### src/rtl/bsg_dfi_fifo_pkg.sv
// rtl/bsg_dfi_fifo_pkg.sv - shared command layout, opcodes, FSM states and constants for the DFI fifo responder
package bsg_dfi_fifo_pkg;

  localparam int burst_beats = 4;
  localparam int num_banks   = 8;
  localparam int cmd_width   = 26;

  localparam int cmd_odt_offset     = 0;
  localparam int cmd_reset_n_offset = 1;
  localparam int cmd_we_n_offset    = 2;
  localparam int cmd_cas_n_offset   = 3;
  localparam int cmd_ras_n_offset   = 4;
  localparam int cmd_cs_n_offset    = 5;
  localparam int cmd_cke_offset     = 6;
  localparam int cmd_addr_offset    = 7;
  localparam int cmd_bank_offset    = 23;

  typedef struct packed {
    logic [2:0]  bank;
    logic [15:0] addr;
    logic        cke;
    logic        cs_n;
    logic        ras_n;
    logic        cas_n;
    logic        we_n;
    logic        reset_n;
    logic        odt;
  } dfi_cmd_s;

  typedef enum logic [2:0] {NOP, ACT, RD, WR, PRE, REF, MRS} dfi_op_e;

  typedef enum logic [2:0] {IDLE, WR_BEAT, RD_REQ, RD_RESP, RD_OUT} state_e;

  function automatic dfi_op_e decode_cmd(input logic [cmd_width-1:0] w);
    dfi_op_e op;
    op = NOP;
    if (!w[cmd_cs_n_offset]) begin
      case ({w[cmd_ras_n_offset], w[cmd_cas_n_offset], w[cmd_we_n_offset]})
        3'b011:  op = ACT;
        3'b101:  op = RD;
        3'b100:  op = WR;
        3'b010:  op = PRE;
        3'b001:  op = REF;
        3'b000:  op = MRS;
        default: op = NOP;
      endcase
    end
    return op;
  endfunction

endpackage

### src/rtl/bsg_dfi_bank_table.sv
// rtl/bsg_dfi_bank_table.sv - per-bank open flag and active row with combinational lookup
module bsg_dfi_bank_table
  import bsg_dfi_fifo_pkg::*;
#(
  parameter int row_width_p = 14
) (
  input  logic                   clk,
  input  logic                   reset_n,
  input  logic [2:0]             bank,
  input  logic                   act_v,
  input  logic [row_width_p-1:0] act_row,
  input  logic                   pre_v,
  input  logic                   pre_all,
  output logic                   lookup_open,
  output logic [row_width_p-1:0] lookup_row
);

  logic [num_banks-1:0]   open_r;
  logic [row_width_p-1:0] row_r [num_banks];

  // Precharge only clears the open flag; the row is kept for unchecked builds.
  always_ff @(posedge clk) begin
    if (!reset_n) begin
      open_r <= '0;
      for (int i = 0; i < num_banks; i++) row_r[i] <= '0;
    end else if (act_v) begin
      open_r[bank] <= 1'b1;
      row_r[bank]  <= act_row;
    end else if (pre_v) begin
      if (pre_all) open_r <= '0;
      else         open_r[bank] <= 1'b0;
    end
  end

  assign lookup_open = open_r[bank];
  assign lookup_row  = row_r[bank];

endmodule

### src/rtl/bsg_dfi_fifo_responder.sv
// rtl/bsg_dfi_fifo_responder.sv - turns DFI command/write fifos into single-beat memory accesses and read beats
// Optional row checking: BSG_DFI_FIFO_RESPONDER_ROW_CHECK_EN
module bsg_dfi_fifo_responder
  import bsg_dfi_fifo_pkg::*;
#(
  parameter int dq_data_width_p = 16,
  parameter int row_width_p     = 14,
  parameter int col_width_p     = 10,
  localparam int dq_group_lp       = dq_data_width_p >> 3,
  localparam int mem_addr_width_lp = 3 + row_width_p + col_width_p - 1
) (
  input  logic                                   clk_i,
  input  logic                                   reset_n_i,
  input  logic                                   cmd_v_i,
  input  logic [cmd_width-1:0]                   cmd_data_i,
  output logic                                   cmd_yumi_o,
  input  logic                                   wr_v_i,
  input  logic [2*dq_data_width_p+2*dq_group_lp-1:0] wr_data_i,
  output logic                                   wr_yumi_o,
  output logic                                   rd_v_o,
  output logic [2*dq_data_width_p-1:0]           rd_data_o,
  input  logic                                   rd_ready_i,
  output logic                                   mem_v_o,
  output logic                                   mem_w_o,
  output logic [mem_addr_width_lp-1:0]           mem_addr_o,
  output logic [2*dq_data_width_p-1:0]           mem_wdata_o,
  output logic [2*dq_group_lp-1:0]               mem_wmask_o,
  input  logic                                   mem_ready_i,
  input  logic                                   mem_rdata_v_i,
  input  logic [2*dq_data_width_p-1:0]           mem_rdata_i,
  output logic                                   error_o
);

`ifdef BSG_DFI_FIFO_RESPONDER_ROW_CHECK_EN
  localparam bit row_check_lp = 1'b1;
`else
  localparam bit row_check_lp = 1'b0;
`endif

  localparam int         data_width_lp = 2 * dq_data_width_p;
  localparam int         mask_width_lp = 2 * dq_group_lp;
  localparam logic [1:0] last_beat_lp  = 2'(burst_beats - 1);

  logic [2:0]               cmd_bank;
  logic [15:0]              cmd_addr;
  dfi_op_e                  cmd_op;
  state_e                   state_r, state_n;
  logic [1:0]               beat_r;
  logic [2:0]               burst_bank_r;
  logic [row_width_p-1:0]   burst_row_r;
  logic [col_width_p-4:0]   burst_col_r;
  logic                     burst_err_r;
  logic                     error_r;
  logic [data_width_lp-1:0] rd_data_r;
  logic                     bank_open;
  logic [row_width_p-1:0]   bank_row;
  logic                     act_v, pre_v, start_burst, bad_bank, beat_adv;
  logic                     unused_bits;

  assign cmd_bank    = cmd_data_i[cmd_bank_offset +: 3];
  assign cmd_addr    = cmd_data_i[cmd_addr_offset +: 16];
  assign cmd_op      = decode_cmd(cmd_data_i);
  assign unused_bits = ^{cmd_data_i[cmd_cke_offset], cmd_data_i[cmd_reset_n_offset],
                         cmd_data_i[cmd_odt_offset], cmd_addr};

  assign act_v       = cmd_yumi_o & (cmd_op == ACT);
  assign pre_v       = cmd_yumi_o & (cmd_op == PRE);
  assign start_burst = cmd_yumi_o & ((cmd_op == RD) | (cmd_op == WR));
  assign bad_bank    = row_check_lp & ~bank_open;

  bsg_dfi_bank_table #(.row_width_p(row_width_p)) bank_table (
    .clk        (clk_i),
    .reset_n    (reset_n_i),
    .bank       (cmd_bank),
    .act_v      (act_v),
    .act_row    (cmd_addr[row_width_p-1:0]),
    .pre_v      (pre_v),
    .pre_all    (cmd_addr[10]),
    .lookup_open(bank_open),
    .lookup_row (bank_row)
  );

  // All handshakes are gated by reset so nothing is consumed in the reset cycle.
  always_comb begin
    state_n    = state_r;
    cmd_yumi_o = 1'b0;
    wr_yumi_o  = 1'b0;
    mem_v_o    = 1'b0;
    mem_w_o    = 1'b0;
    rd_v_o     = 1'b0;
    beat_adv   = 1'b0;
    if (reset_n_i) begin
      unique case (state_r)
        IDLE: begin
          cmd_yumi_o = cmd_v_i;
          if (cmd_v_i && cmd_op == RD)      state_n = bad_bank ? RD_OUT : RD_REQ;
          else if (cmd_v_i && cmd_op == WR) state_n = WR_BEAT;
        end
        WR_BEAT: begin
          mem_v_o   = wr_v_i & ~burst_err_r;
          mem_w_o   = 1'b1;
          wr_yumi_o = wr_v_i & (mem_ready_i | burst_err_r);
          beat_adv  = wr_yumi_o;
          if (wr_yumi_o && beat_r == last_beat_lp) state_n = IDLE;
        end
        RD_REQ: begin
          mem_v_o = 1'b1;
          if (mem_ready_i) state_n = RD_RESP;
        end
        RD_RESP: begin
          if (mem_rdata_v_i) state_n = RD_OUT;
        end
        RD_OUT: begin
          rd_v_o   = 1'b1;
          beat_adv = rd_ready_i;
          if (rd_ready_i) begin
            if (beat_r == last_beat_lp) state_n = IDLE;
            else                        state_n = burst_err_r ? RD_OUT : RD_REQ;
          end
        end
        default: state_n = IDLE;
      endcase
    end
  end

  always_ff @(posedge clk_i) begin
    if (!reset_n_i) begin
      state_r      <= IDLE;
      beat_r       <= '0;
      burst_bank_r <= '0;
      burst_row_r  <= '0;
      burst_col_r  <= '0;
      burst_err_r  <= 1'b0;
      rd_data_r    <= '0;
      error_r      <= 1'b0;
    end else begin
      state_r <= state_n;
      if (start_burst) begin
        burst_bank_r <= cmd_bank;
        burst_row_r  <= bank_row;
        burst_col_r  <= cmd_addr[col_width_p-1:3];
        beat_r       <= '0;
        burst_err_r  <= bad_bank;
        if (cmd_op == RD && bad_bank) rd_data_r <= '0;
      end else if (beat_adv) begin
        beat_r <= beat_r + 2'd1;
      end
      if (state_r == RD_RESP && mem_rdata_v_i) rd_data_r <= mem_rdata_i;
      if (row_check_lp && ((start_burst && bad_bank) || (act_v && bank_open))) error_r <= 1'b1;
    end
  end

  assign mem_addr_o  = {burst_bank_r, burst_row_r, burst_col_r, beat_r};
  assign mem_wdata_o = wr_data_i[mask_width_lp +: data_width_lp];
  assign mem_wmask_o = ~wr_data_i[mask_width_lp-1:0];
  assign rd_data_o   = rd_data_r;
  assign error_o     = error_r;

endmodule

### config.mk
export PLATFORM = sky130hd
export DESIGN_NAME = bsg_dfi_fifo_responder
export DESIGN_NICKNAME = d
export VERILOG_FILES = /design/src/rtl/bsg_dfi_fifo_pkg.sv /design/src/rtl/bsg_dfi_bank_table.sv /design/src/rtl/bsg_dfi_fifo_responder.sv
export SDC_FILE = /design/constraint.sdc
export NUM_CORES = 1
export LEC_CHECK = 0
export BUFFER_PORTS_ARGS = -buffer_cell sky130_fd_sc_hd__buf_2
export CAP_MARGIN = 10
export CORE_MARGIN = 2
export CORE_UTILIZATION = 48
export CTS_CLUSTER_DIAMETER = 60
export DETAILED_ROUTE_END_ITERATION = 10
export GPL_TIMING_DRIVEN = 0
export PLACE_DENSITY = 0.85
export REMOVE_ABC_BUFFERS = 1
export SYNTH_ARGS = -nofsm -noshare
export SYNTH_HDL_FRONTEND = slang
export SYNTH_SLANG_ARGS = --single-unit
### constraint.sdc
create_clock -name clk_i -period 2.6 [get_ports clk_i]
set_clock_uncertainty 0.15 [all_clocks]
set_input_delay 0.26 -clock clk_i [delete_from_list [all_inputs] [get_ports clk_i]]
set_output_delay 0.26 -clock clk_i [all_outputs]
set_load 0.005 [all_outputs]
==> run metrics, run 1 <==
violation count after the first detailed-routing iteration 408; startpoint of the tightest hold check path cmd_data_i[10]; kind of start point of the critical path register; initial cell density of the core 0.486; DRC violations left 0; share of cells above drive strength 1 0.293; outcome complete, no violations; top post-synthesis cells by area edfxtp_1 (44%), dfxtp_1 (16%), and2_1 (9.3%), mux4_2 (8.3%), nand2_1 (4.3%); cell taking the most area after synthesis edfxtp_1; share of the synthesized area in the top cell type 0.440; cell-by-cell trace of the critical path nor4b_4 > and4b_1 > and3b_2 > nand2b_4; via count 5182; instance count after placement with tap cells included 882; maximum level of the CTS H-tree 4; origin of the critical flop-to-flop path state_r[0]$_SDFFE_PN0P_; Critical path origin state_r[0]$_SDFFE_PN0P_; final worst slack 62.5 ps; NetSw 1.27 mW; most used flip-flop cell after synthesis edfxtp_1; total of flip-flops plus latches after synthesis 173; final setup violation count 0; HP Class primary input to register; P_int 4.50 mW; final period utilization 0.976; Die Wd 130 microns; Core Util, Final 0.588; wire length of the first global-routing pass 28700 microns; data arrival time of the critical path 2490 ps; switching share of power 0.220; Global Route met1 Usage 0.273; post-route standard cell area excluding fillers 0.00924 sq mm; Cell Area, Placed 0.00815 sq mm; final count of pins violating max slew 0; share of synthesized area occupied by flip-flops and latches 0.600; Max-cap violations 0; Crit Path Max Fanout 15; leading cell type in the layout, fill and taps excluded buf_2; DR WL/cell 20.2 microns; total of buffers placed on input and output ports 130; RSZ-0062 raised after global routing true; Synth async-reset ratio 0; clock tree from TritonCTS built; number of flops mapped to enable cells by yosys 112; Flop pwr share 0.525; number of global-route vias before repair 5250; routed vias/inst 5.41; commonest non-fill, non-tap cells in the layout buf_2 (128), and2_1 (114), edfxtp_1 (112), nand2_1 (86), dfxtp_1 (61); overall routing resource usage 0.230; crit path kind register to register; total power 5.77 mW; total global routing overflow 0; Post-Place Worst Slack -1710 ps; HPWL after detailed placement 11200 microns; Synthesis Warnings 0; slowest cell on the critical path nor4b_4; GPL Wtd Cong 0.747; clock period minus worst slack 2540 ps; Leak 3.73 nW; detailed-router iteration count before antenna repair 5; Cell Rows 46; maximum vdd drop 0.000492 V; Setup Total Neg Slack 0 ps; endpoint class of the critical path register; grt met2 use 0.382; Top Ports 201; count of antenna-violating nets left after detailed routing 0; highest attainable clock frequency 0.394 GHz; count of unique library cells instantiated by Yosys 41; floorplan core area 0.0157 sq mm; clock group share of total power 0.412; hold slack final 20.6 ps; met3 capacity usage during global routing 0.0869; diode insertion count for antenna repair 0; cell count after synthesis 608; floorplan die area 0.0169 sq mm; average cell area after synthesis 12.6 sq um; Pwr per Cell Area 624 mW/mm^2; Reg clk slew, reported paths 60 ps; number of cells in the finished layout apart from fillers 957; CP required 2550 ps; combinational share of power 0.064; global routing's busiest layer met2; largest net degree at the start of global routing 76; initial antenna violation count 1; Hold Violations, Final 0; normalized max-slew margin 0.347; TritonCTS Buffers 17; Tightest Pin Transition 979 ps; post-synthesis to final-layout area growth 21.0%; vertical extent of the die 130 microns; insertion delay of the later-clocked pin in the worst-skew pair 430 ps; Clock Tree Root clkbuf_16; stage delay of the slowest cell on the critical path 470 ps; Net count, final 830; area of the mapped netlist 0.00764 sq mm; sink count of the clock tree 173; number of buffers between clock root and the deepest sink 2; aggregate routed wire length 19300 microns
path summary, 6_finish.rpt:
path                                               end  slack, ps  cells past startpoint
setup / recovery  bank_table.row_r[4][0]$_SDFFCE_PN0P_         60                      4
hold / removal             burst_col_r[0]$_SDFFE_PN0P_         20                      3
setup reg to reg  bank_table.row_r[4][0]$_SDFFCE_PN0P_         60                      4
hold reg to reg           burst_bank_r[0]$_SDFFE_PN0P_        300                      2
cell families (layout without fill, tap and decap cells):
| group | count (synthesis) | after routing | synth area share |
|---|---|---|---|
| mux | 33 | 33 | 0.0891 |
| simple gates | 264 | 264 | 0.194 |
| compound gates | 58 | 58 | 0.0575 |
| fa+ha+maj | 1 | 1 | 0.00164 |
| other cells | 1 | 1 | 0.000491 |
| flops | 173 | 173 | 0.600 |
| buf+inv | 78 | 211 | 0.0575 |
worst max-delay path, delay by kind of cell (launching register included):
kind	cells	cell delay [ps]
flops	1	430
simple gates	4	1630
cell usage after synthesis, types with 2 or more instances:
| master | n |
|---|---|
| a21boi_0 | 32 |
| a21oi_1 | 2 |
| a221o_1 | 10 |
| and2_1 | 114 |
| and3_1 | 14 |
| and3b_1 | 3 |
| and4b_1 | 2 |
| buf_1 | 2 |
| buf_2 | 7 |
| buf_4 | 33 |
| clkbuf_1 | 24 |
| clkbuf_2 | 5 |
| dfxtp_1 | 61 |
| edfxtp_1 | 112 |
| inv_1 | 6 |
| mux2i_1 | 5 |
| mux4_2 | 28 |
| nand2_1 | 87 |
| nand2b_1 | 7 |
| nand3_1 | 14 |
| nand4_1 | 2 |
| nor2_1 | 5 |
| nor2b_1 | 2 |
| nor3b_2 | 3 |
| nor4b_1 | 2 |
| nor4bb_1 | 3 |
| o21a_1 | 2 |
| o21ai_0 | 8 |
power by group through the flow:
stage / clock, mW / sequential [mW] / combinational [mW]
2_1_floorplan: 0 / 3.08 / 0.138
3_3_place_gp: 0 / 3.08 / 0.299
3_5_place_dp: 0 / 3.09 / 0.305
4_1_cts: 2.42 / 3.03 / 0.361
5_1_grt: 2.53 / 3.03 / 0.398
6_report: 2.37 / 3.03 / 0.368
registers in the layout, indices dropped and copies added, names as in the netlist:
signal            flops
state_r               3
burst_bank_r          3
rd_data_o            32
burst_row_r          14
bank_table.row_r    112
beat_r                2
burst_col_r           7
cell type report:
type | instances | area, sq um
clock buffers | 18 | 429
inverters | 6 | 22.5
clock inverters | 14 | 118
fillers | 1236 | 6470
flip-flops and latches | 173 | 4580
multi-input cells | 357 | 2730
well taps | 216 | 270
repair buffers | 173 | 1090
repair_timing:
| item | in CTS | in global routing |
|---|---|---|
| buffers inserted | 4 | 1 |
| hold buffers | 38 | 0 |
| gates resized for setup | 25 | 6 |
| endpoints found under the setup margin | 250 | 158 |
| endpoints found under the hold margin | 38 | 0 |
| pin swaps | 3 | 2 |
layer usage:
layer / wire length (microns) / up-vias
li1: - / 2360
met1: 7600 / 2502
met2: 9280 / 277
met3: 2040 / 37
met4: 338 / 6
met5: 69 / -
Note: power is estimated with default switching activity, not from simulation.
==> run 2, diff against run 1 <==
CORE_UTILIZATION = 26   (was 48)
PLACE_DENSITY = 0.55   (was 0.85)
==> run 2 against run 1 <==
First-iteration DRC count fell by 22%. Non-clock buffer count rose by 4. Die area rose by 82%. Hold slack got worse by 8.5 ps. Maximum frequency rose by 2.8%. Register-to-register slack improved by 70 ps. Final cell count rose by 18%. Critical endpoint is now bank_table.row_r[4][6]$_SDFFCE_PN0P_. Total power rose by 5.2%.
==> run metrics, run 2 (synthesized netlist as in run 1, its figures left out) <==
DRC violations left 0; detailed-router iteration count before antenna repair 5; wire length of the first global-routing pass 30500 microns; data arrival time of the critical path 2430 ps; register area 0.00458 sq mm; violation count after the first detailed-routing iteration 319; register with the most flip-flops bank_table.row_r; stage delay of the slowest cell on the critical path 450 ps; final worst slack 133 ps; HP Class primary input to register; Cell Rows 62; endpoint of the lowest-slack register-to-register path bank_table.row_r[4][6]$_SDFFCE_PN0P_; overall routing resource usage 0.133; Post-Place Worst Slack -1740 ps; final period utilization 0.949; HPWL after detailed placement 12600 microns; max FFs per register 112; post-synthesis to final-layout area growth 24.7%; origin of the critical flop-to-flop path state_r[0]$_SDFFE_PN0P_; commonest non-fill, non-tap cells in the layout buf_2 (128), and2_1 (114), edfxtp_1 (112), nand2_1 (86), dfxtp_1 (61); final count of pins violating max slew 0; Top Ports 201; sink count of the clock tree 173; leading cell type in the layout, fill and taps excluded buf_2; initial cell density of the core 0.265; Net count, final 834; final setup violation count 0; Reg clk slew, reported paths 60 ps; number of filler instances in the final layout 2891; outcome complete, no violations; aggregate routed wire length 20300 microns; Pwr per Cell Area 637 mW/mm^2; Critical path origin state_r[0]$_SDFFE_PN0P_; GPL Wtd Cong 0.707; floorplan core area 0.0289 sq mm; floorplan die area 0.0308 sq mm; CP required 2560 ps; Hold Violations, Final 0; number of cells in the finished layout apart from fillers 1128; area of combinational cells with multiple inputs 0.00271 sq mm; number of global-route vias before repair 5077; routed vias/inst 4.42; DR WL/cell 18.0 microns; clock period minus worst slack 2470 ps; slowest cell on the critical path and3b_2; clock tree from TritonCTS built; maximum level of the CTS H-tree 4; maximum vdd drop 0.000454 V; total of buffers placed on input and output ports 130; insertion delay of the later-clocked pin in the worst-skew pair 420 ps; number of buffers between clock root and the deepest sink 2; setup slack on the worst flop-to-flop path 130 ps; total global routing overflow 0; number of cells traversed by the worst register-to-register path 4; Tightest Pin Transition 946 ps; endpoint class of the critical path register; Leak 3.78 nW; normalized max-slew margin 0.361; Crit Path Max Fanout 15; Clock Tree Root clkbuf_16; diode insertion count for antenna repair 0; Max-cap violations 0; kind of start point of the critical path register; largest net degree at the start of global routing 40; initial antenna violation count 0; vertical extent of the die 175 microns; instance count after placement with tap cells included 1052; share of cells above drive strength 1 0.289; TritonCTS Buffers 17; count of antenna-violating nets left after detailed routing 0; destination of the critical timing path bank_table.row_r[4][6]$_SDFFCE_PN0P_; via count 4988; cell-by-cell trace of the critical path nor4b_4 > and4b_1 > and3b_2 > nand2b_4; Die Wd 175 microns; RSZ-0062 raised after global routing false; crit path kind register to register; highest attainable clock frequency 0.405 GHz
==> run 2: cell type report <==
cell class	instances	area share
Multi-Input combinational cell	357	0.284
Inverter	6	0.00236
Clock buffer	21	0.0462
Tap cell	384	0.0504
Sequential cell	173	0.481
Timing Repair Buffer	177	0.119
Clock inverter	10	0.0173
==> run 2: how the worst min path moves through the flow <==
stage | slack, ps | depth (start not counted) | startpoint | end
floorplan | 210 | 2 | cmd_data_i[23] | burst_bank_r[0]$_SDFFE_PN0P_
global placement | 290 | 2 | burst_col_r[3]$_SDFFE_PN0P_ | burst_col_r[3]$_SDFFE_PN0P_
detailed placement | 290 | 2 | burst_col_r[3]$_SDFFE_PN0P_ | burst_col_r[3]$_SDFFE_PN0P_
CTS | 2 | 3 | cmd_data_i[2] | state_r[1]$_SDFFE_PN0P_
global route | 40 | 3 | rd_ready_i | state_r[2]$_SDFFE_PN0P_
finish | 10 | 3 | cmd_data_i[2] | state_r[1]$_SDFFE_PN0P_
==> run 2: stage by stage <==
| step | power, mW | hold slack [ps] | TNS, ps | utilization | cell area (sq um) |
|---|---|---|---|---|---|
| after CTS | 6.15 | 2.15 | 0 | 0.330 | 9510 |
| final | 6.07 | 12.1 | 0 | 0.330 | 9530 |
| after floorplan | 3.22 | 209 | -443 | - | 7220 |
| after global routing | 6.28 | 39.9 | 0 | 0.330 | 9530 |
| after global placement | 3.40 | 291 | -326720 | 0.290 | 8360 |
| after detailed placement | 3.41 | 295 | -237080 | 0.291 | 8390 |
==> run 2: power by group <==
part	switching [mW]	internal, mW
sequential	0.0251	3.00
clock	1.06	1.61
combinational	0.190	0.183
==> run 2: routing by layer <==
layer  GRT usage  wire [microns]  share of wire
met2       0.208            9270           0.46
met1       0.174            9230           0.45
met5      0.0176              67         0.0033
met3      0.0459            1520          0.075
met4      0.0365             231          0.011
==> run 2: timing repair <==
item,4_1_cts,5_1_grt
buffers inserted,5,0
hold buffers,39,0
gates resized for setup,24,2
hold endpoints to repair,39,0
setup endpoints to repair,192,67
pin swaps,4,0
==> run 2: worst max-delay path: cells and delay by family (launching register included) <==
family	cells	cell delay, ps
flip-flops	1	430
AND/OR/NAND/NOR	4	1550
